[src/rtl/io_bus_arbiter.sv]
// io_bus_arbiter
//   Shares one IO bus port (dev_id + Decoupled din/dout) between two
//   requesters. Requester 0 is the CPU core and requester 1 is the DMA/debug
//   master. Each grant covers exactly one transaction, and grants alternate
//   round-robin. A watchdog aborts a granted transaction that never
//   handshakes. The aborted requester then receives a bus-error response.
//
// Ports
//   i_clk, i_rst              clock, synchronous active-high reset
//   i_dev_id_n                requester n device id
//   if_din_n_{valid,ready,bits}   requester n OUT data (arbiter receives)
//   if_dout_n_{valid,ready,bits}  requester n IN data (arbiter sends)
//   o_dev_id                  device id towards the IO bus decoder
//   if_bus_din_*              OUT data towards the IO bus (arbiter sends)
//   if_bus_dout_*             IN data from the IO bus (arbiter receives)
//   o_err                     one-cycle pulse in the abort cycle
//   o_err_id                  requester index of the most recent abort

// Requester-side view of the shared bus. While the requester is not
// selected, every output it sees is zero.
module io_bus_arb_req #(
  parameter logic [31:0] ErrorData = 32'hFFFF_FFFF
) (
  input  logic        sel_i,            // this requester owns the bus this cycle
  input  logic        abort_i,          // watchdog abort cycle
  input  logic        din_valid_i,
  input  logic        dout_ready_i,
  input  logic        bus_din_ready_i,
  input  logic        bus_dout_valid_i,
  input  logic [31:0] bus_dout_bits_i,
  output logic        req_o,
  output logic        din_ready_o,
  output logic        dout_valid_o,
  output logic [31:0] dout_bits_o
);
  assign req_o = din_valid_i | dout_ready_i;

  // On abort the requester's own handshake is completed locally. An OUT
  // transfer is accepted and dropped. An IN transfer returns ErrorData.
  always_comb begin
    din_ready_o  = 1'b0;
    dout_valid_o = 1'b0;
    dout_bits_o  = '0;
    if (sel_i) begin
      if (abort_i) begin
        din_ready_o  = din_valid_i;
        dout_valid_o = dout_ready_i;
        dout_bits_o  = ErrorData;
      end else begin
        din_ready_o  = bus_din_ready_i;
        dout_valid_o = bus_dout_valid_i;
        dout_bits_o  = bus_dout_bits_i;
      end
    end
  end
endmodule

module io_bus_arbiter #(
  parameter int unsigned TimeoutCycles = 1024,
  parameter logic [31:0] ErrorData     = 32'hFFFF_FFFF
) (
  input  logic        i_clk,
  input  logic        i_rst,
  // requester 0
  input  logic [31:0] i_dev_id_0,
  input  logic        if_din_0_valid,
  output logic        if_din_0_ready,
  input  logic [31:0] if_din_0_bits,
  output logic        if_dout_0_valid,
  input  logic        if_dout_0_ready,
  output logic [31:0] if_dout_0_bits,
  // requester 1
  input  logic [31:0] i_dev_id_1,
  input  logic        if_din_1_valid,
  output logic        if_din_1_ready,
  input  logic [31:0] if_din_1_bits,
  output logic        if_dout_1_valid,
  input  logic        if_dout_1_ready,
  output logic [31:0] if_dout_1_bits,
  // IO bus
  output logic [31:0] o_dev_id,
  output logic        if_bus_din_valid,
  input  logic        if_bus_din_ready,
  output logic [31:0] if_bus_din_bits,
  input  logic        if_bus_dout_valid,
  output logic        if_bus_dout_ready,
  input  logic [31:0] if_bus_dout_bits,
  output logic        o_err,
  output logic        o_err_id
);
  localparam int NUM_REQ = 2;

  typedef enum logic [1:0] {S_IDLE, S_GRANT0, S_GRANT1} state_e;

  state_e      state_q;
  logic        last_q;
  logic [31:0] wdog_q;
  logic        err_id_q;

  logic [NUM_REQ-1:0][31:0] dev_id, din_bits, dout_bits;
  logic [NUM_REQ-1:0]       din_valid, din_ready, dout_valid, dout_ready, req;

  assign dev_id     = {i_dev_id_1, i_dev_id_0};
  assign din_bits   = {if_din_1_bits, if_din_0_bits};
  assign din_valid  = {if_din_1_valid, if_din_0_valid};
  assign dout_ready = {if_dout_1_ready, if_dout_0_ready};

  assign if_din_0_ready  = din_ready[0];
  assign if_din_1_ready  = din_ready[1];
  assign if_dout_0_valid = dout_valid[0];
  assign if_dout_1_valid = dout_valid[1];
  assign if_dout_0_bits  = dout_bits[0];
  assign if_dout_1_bits  = dout_bits[1];

  // Gating with i_rst means no handshake can complete in a reset cycle, even
  // while state_q still reports a grant.
  logic active, gidx, wd_hit, abort, fwd, done, pick;

  assign active = !i_rst && (state_q != S_IDLE);
  assign gidx   = (state_q == S_GRANT1);
  assign wd_hit = (TimeoutCycles != 0) && (wdog_q == TimeoutCycles);
  assign abort  = active && wd_hit;
  assign fwd    = active && !wd_hit;

  always_comb begin
    o_dev_id          = '0;
    if_bus_din_valid  = 1'b0;
    if_bus_din_bits   = '0;
    if_bus_dout_ready = 1'b0;
    if (fwd) begin
      o_dev_id          = dev_id[gidx];
      if_bus_din_valid  = din_valid[gidx];
      if_bus_din_bits   = din_bits[gidx];
      if_bus_dout_ready = dout_ready[gidx];
    end
  end

  // The bus-side handshakes are already forced low during abort, so done
  // cannot fire in the same cycle as an abort.
  assign done = (if_bus_din_valid & if_bus_din_ready) |
                (if_bus_dout_ready & if_bus_dout_valid);

  assign o_err    = abort;
  assign o_err_id = err_id_q;

  // Round-robin: if both requesters ask, grant the one not served last.
  assign pick = (req[0] & req[1]) ? ~last_q : req[1];

  for (genvar n = 0; n < NUM_REQ; n++) begin : g_req
    io_bus_arb_req #(.ErrorData(ErrorData)) u_req (
      .sel_i           (active && (gidx == 1'(n))),
      .abort_i         (abort),
      .din_valid_i     (din_valid[n]),
      .dout_ready_i    (dout_ready[n]),
      .bus_din_ready_i (if_bus_din_ready),
      .bus_dout_valid_i(if_bus_dout_valid),
      .bus_dout_bits_i (if_bus_dout_bits),
      .req_o           (req[n]),
      .din_ready_o     (din_ready[n]),
      .dout_valid_o    (dout_valid[n]),
      .dout_bits_o     (dout_bits[n])
    );
  end

  always_ff @(posedge i_clk) begin
    if (i_rst) begin
      state_q  <= S_IDLE;
      last_q   <= 1'b1;
      wdog_q   <= '0;
      err_id_q <= 1'b0;
    end else begin
      case (state_q)
        S_IDLE: begin
          if (|req) begin
            state_q <= pick ? S_GRANT1 : S_GRANT0;
            last_q  <= pick;
            wdog_q  <= '0;
          end
        end
        S_GRANT0, S_GRANT1: begin
          if (abort) begin
            state_q  <= S_IDLE;
            err_id_q <= gidx;
          end else if (done || !req[gidx]) begin
            state_q <= S_IDLE;
          end else if (wdog_q != '1) begin
            wdog_q <= wdog_q + 32'd1;   // saturate, never wrap
          end
        end
        default: state_q <= S_IDLE;
      endcase
    end
  end
endmodule
[config.mk]
export PLATFORM = sky130hd
export DESIGN_NAME = io_bus_arbiter
export DESIGN_NICKNAME = d
export VERILOG_FILES = /design/src/rtl/io_bus_arbiter.sv
export SDC_FILE = /design/constraint.sdc
export NUM_CORES = 1
export LEC_CHECK = 0
export ABC_CLOCK_PERIOD_IN_PS = 6400
export CAP_MARGIN = 15
export CORE_AREA = 5 5 114 116
export DETAILED_ROUTE_END_ITERATION = 7
export DIE_AREA = 0 0 119 121
export PLACE_DENSITY = 0.91
export REMOVE_ABC_BUFFERS = 1
export SLEW_MARGIN = 5
export SYNTH_ARGS = -nofsm -noshare
export SYNTH_HDL_FRONTEND = slang
export SYNTH_SLANG_ARGS = --single-unit
export TNS_END_PERCENT = 20
[constraint.sdc]
create_clock -name i_clk -period 6.4 [get_ports i_clk]
set_input_delay 1.28 -clock i_clk [delete_from_list [all_inputs] [get_ports i_clk]]
set_output_delay 1.28 -clock i_clk [all_outputs]
set_load 0.005 [all_outputs]
# == Word level (Yosys, flattened, before mapping) ==
# Cells that the tools add are included.
# classes
add_sub_neg,1
n_lt_le_gt_ge,1
eq_ne,9
mux,36
n_bitwise,8
n_reduce_logical,18
# ops
operator,count
32-bit 2-to-1 mux,13
32-bit one-hot mux with 2 select lines,1
"32-bit by 1-bit adder with 32-bit output, second input constant",1
"32-bit by 11-bit equality test with 1-bit output, second input constant",1
"32-bit != test, second input constant",1
1-bit 2-to-1 mux,17
2-bit 2-to-1 mux,4
"2-bit != test, second input constant",4
2-bit AND reduction,3
1-bit logical AND,5
5-bit AND reduction,1
2-bit one-hot mux with 2 select lines,1
2-bit nonzero test,2
2-bit OR reduction,2
1-bit AND,3
1-bit zero test,3
"3-bit != test, second input constant",1
1-bit bitwise OR,3
"2-bit by 1-bit equality test with 1-bit output, second input constant",1
"2-bit equality test, second input constant",1
2-bit zero test,1
"1-bit by 2-bit < comparator with 1-bit output, second input constant",1
1-bit inverter,2
1-bit logical OR,1
# word_totals
regBits,36
in_bits,168
output_inout_bits,136

# == Logic depth before layout (Yosys ltp) ==
# logic_depth
depth_word,10
mapped_depth,11

# == Cells and area by module ==
# From an unflattened synthesis, not the netlist that was laid out.
# unflattened
hier_cells,522
hier_area_um2,4017.6
# modules_own_cells
mod,n_inst,cells_per_inst,area_per_inst_um2,seq_area_each_um2
io_bus_arbiter,1,432,3269.4,720.7
io_bus_arb_req,2,45,374.1,0.0

# == Worst setup path after synthesis ==
# No wires, ideal clock.
# synth_path
path_type,input to output
start,input port i_rst
end,output port if_dout_0_bits[13]
t_arrival_ps,2314
required_time_ps,5120
slack_ps,2806
stages,7
path_cell_list,nor2_1 > nand3_2 > inv_2 > buf_2 > buf_2 > nor2_1 > nor2_1
# synth_via
elab_chain_cells,5
# synth_lines
item,line_no,source
from (decl),63,"input logic i_rst,"
1-bit zero test *,119,assign active = !i_rst && (state_q != S_IDLE);
1-bit logical AND *,119,
1-bit logical AND,122,assign abort = active && wd_hit;
32-bit 2-to-1 mux,45,if (abort_i) begin
32-bit 2-to-1 mux *,44,if (sel_i) begin
to (decl),71,"output logic [31:0] if_dout_0_bits,"
# Mark *: on every way between the ends. The rest lies on a longest branch, timed or not.

# == Final worst setup path ==
# layout_path
start,input port i_rst
end,output port if_dout_1_bits[23]
# layout_via
elab_chain_cells,5
# layout_lines
item,line_no,source
1-bit zero test *,119,
1-bit logical AND *,119,
1-bit logical AND,122,
32-bit 2-to-1 mux,45,
32-bit 2-to-1 mux *,44,
to (decl),79,"output logic [31:0] if_dout_1_bits,"
# Marks and branches as above.

==> results.ini <==
[synthesis]
netlist_area_um2 = 3780
yosys_warnings = 0
synth-edff-count = 0
seq_area_frac_synth_pct = 19.1
synth_ff_type = dfxtp_1
synth-seq-cells = 36
yosysTopAreaCell = dfxtp_1
synthArstFlopShare_pct = 0
netlist_top_cells_count = nor2_1, mux2i_1, dfxtp_1, nand2_1, clkbuf_1
postSynthCellCount = 556
synth.most_common_cell = nor2_1
synth_top_area_share_pct = 19.1
synthDistinctLibCells = 62
avgSynthCellArea_um2 = 6.80
synth_area_leaders = dfxtp_1, nor2_1, mux2i_1

[place]
dp_slack_ns = 1.24
dp_cells = 973
numPortBuffers = 303
globalplace.congestion = 1.00
dp_hpwl_mm = 17.2

[sta]
skew_ns = 0.00712
post-route-period-util_pct = 81.4
tightest_slew_ns = 1.12
drv_slew = 0
finalWorstSetupSlack_ns = 1.19
timing.slew.headroom_pct = 25.4
finalHoldViolations = 0
setup_viol = 0
period_needed_ns = 5.21
rsz0062_at_grt = no
fmax_mhz = 192
setup_tns_ns = 0

[worst_setup_path]
slowest_delay_ns = 0.58
path_max_fanout = 43
critPathCaptureType = output pin
worst_path_dominant_cell_family = buffers and inverters
cp.required_ns = 5.12
cp_num_buf_inv = 3
crit_chain = clkdlybuf4s50_1 -> nor2_1 -> nand3_2 -> inv_2 -> nor2_1 -> nor2_1 -> clkdlybuf4s50_1
worstSetupStartpointType = primary input
cp.arrival_ns = 3.93
worst-setup-path-type = in2out
cp_common_cell = nor2_1
crit_path_top_delay_cell = inv_2

[finish]
area_growth_pct = 86.8
seq_area_um2 = 721
layout.nets = 1005
fin_util_pct = 59.8
fillers = 996
multi_input_area_um2 = 2860
drive_gt1_share_pct = 4.20
fin_cells = 984

[clock_network]
ctsHoldBuffers = 0
clkTransAtPathRegs_ns = 0.06
clock_path_buffers = 2
cts_tree = yes
numCtsBuffers = 5
ctsResizeCount = 0
ctsHtreeMaxLevel = 2
cts.sinks = 36
insertion_delay_ns = 0.29
post_cts_buffers = 0
cts_root_buffer = clkbuf_16

[power]
clkPwrFrac_pct = 16.8
p_leak_nw = 2.52
irDropWorstVdd_v = 0.000134
sw_frac_of_total_pct = 42.0
p_int_uw = 969
p_sw_uw = 702
p_comb_share_pct = 68.5
seqPwrFrac_pct = 14.8
power_density_nw_per_um2 = 236

[grt]
antenna_found_initial = 3
grt_pass1_wl_mm = 29.6
grt_max_degree = 45
grt_use_total_pct = 26.7
grt_overflow = 0
grt_pass1_vias = 5073

[detailed_routing]
via_per_inst = 5.43
firstDrtPassIters = 7
wl_mm = 20.6
ant_nets = 0
drc = 0
drt_iter0_markers = 465
wl_per_cell_um = 20.9
routed-via-count = 5348

[floorplanning]
die_area_um2 = 14400
coreArea_um2 = 11800
rows = 40
die-height_um = 121
die_w_um = 119
initial_core_util_pct = 32.0
io_pins = 304

[run]
cap_viol_max_count = 0

[min_path]
hp-class = reg2reg

[status]
run_status = finished, final reports clean

## worst reg2reg max path, stage by stage (launching register included)
cell and delay [ns]:
dfxtp_1 0.30, inv_1 0.13, ha_4 0.66, buf_4 0.60, mux2_2 0.40, a22oi_1 0.14, a2111o_2 0.40, nand3_2 0.29
a2111oi_0 0.52, o221a_1 0.26
## per-stage QoR
stage                     power, mW  hold WS (ns)  area (um^2)
after floorplan               0.802         0.454         3610
after global routing           1.76         0.525         7070
after global placement         1.38         0.477         6890
after detailed placement       1.39         0.483         6890
after CTS                      1.66         0.494         7060
final                          1.67         0.491         7070
## power by group through the flow
| stage | Clock [mW] | Combinational (mW) | Sequential (mW) |
|---|---|---|---|
| 3_3_place_gp | 0 | 1.13 | 0.249 |
| 6_report | 0.280 | 1.14 | 0.247 |
| 2_1_floorplan | 0 | 0.555 | 0.247 |
| 4_1_cts | 0.277 | 1.14 | 0.246 |
| 5_1_grt | 0.283 | 1.23 | 0.247 |
| 3_5_place_dp | 0 | 1.14 | 0.251 |
## kinds of logic (layout without fill, tap and decap cells)
family	after synthesis	count (layout)	share of synthesized area, %
multiplexers	66	66	17.5
adder cells (fa/ha/maj)	4	4	1.32
buffers and inverters	54	332	6.02
other	0	3	0
AND/OR/NAND/NOR	318	318	41.6
AO/OA/AOI/OAI	78	78	14.5
flip-flops	36	36	19.1
## registers in the layout, indices dropped and copies added (netlist names)
register / count
wdog_q: 32
state_q: 2
last_q: 1
o_err_id: 1
## area by class of cell
class	instances	share of cell area, %
repair buffers	309	43.6
clock buffers	6	1.82
well taps	147	2.60
inverters	15	0.797
multi-input cells	466	40.4
clock inverters	2	0.496
flip-flops and latches	36	10.2
diodes	3	0.106
## worst paths after layout
path	slack, ns	startpoint	end	depth (start not counted)
hold / removal	0.49	wdog_q[16]	wdog_q[16]	2
hold reg to reg	0.49	wdog_q[16]	wdog_q[16]	2
setup reg to reg	2.65	state_q[0]	wdog_q[9]	9
setup / recovery	1.19	i_rst	if_dout_1_bits[23]	7
## layer usage
layer | track usage [%] | wire (um) | vias to the layer above
met5 | 0 | 0 | -
met4 | 8.33 | 639 | 0
met1 | 31.7 | 8150 | 2430
li1 | - | - | 2534
met3 | 8.39 | 2250 | 31
met2 | 46.1 | 9540 | 353
## layout by cell type, fill, tap and decap left out, types with 11 or more instances in the layout
cell             instances
a21oi_1                 17
and2_1                  11
clkdlybuf4s50_1        303
dfxtp_1                 36
inv_1                   14
mux2i_1                 64
nand2_1                 35
nand3_1                 16
nand4_1                 17
nor2_1                 171
o21ai_0                 11
or3_1                   11
Note: power is estimated with default switching activity, not from simulation.
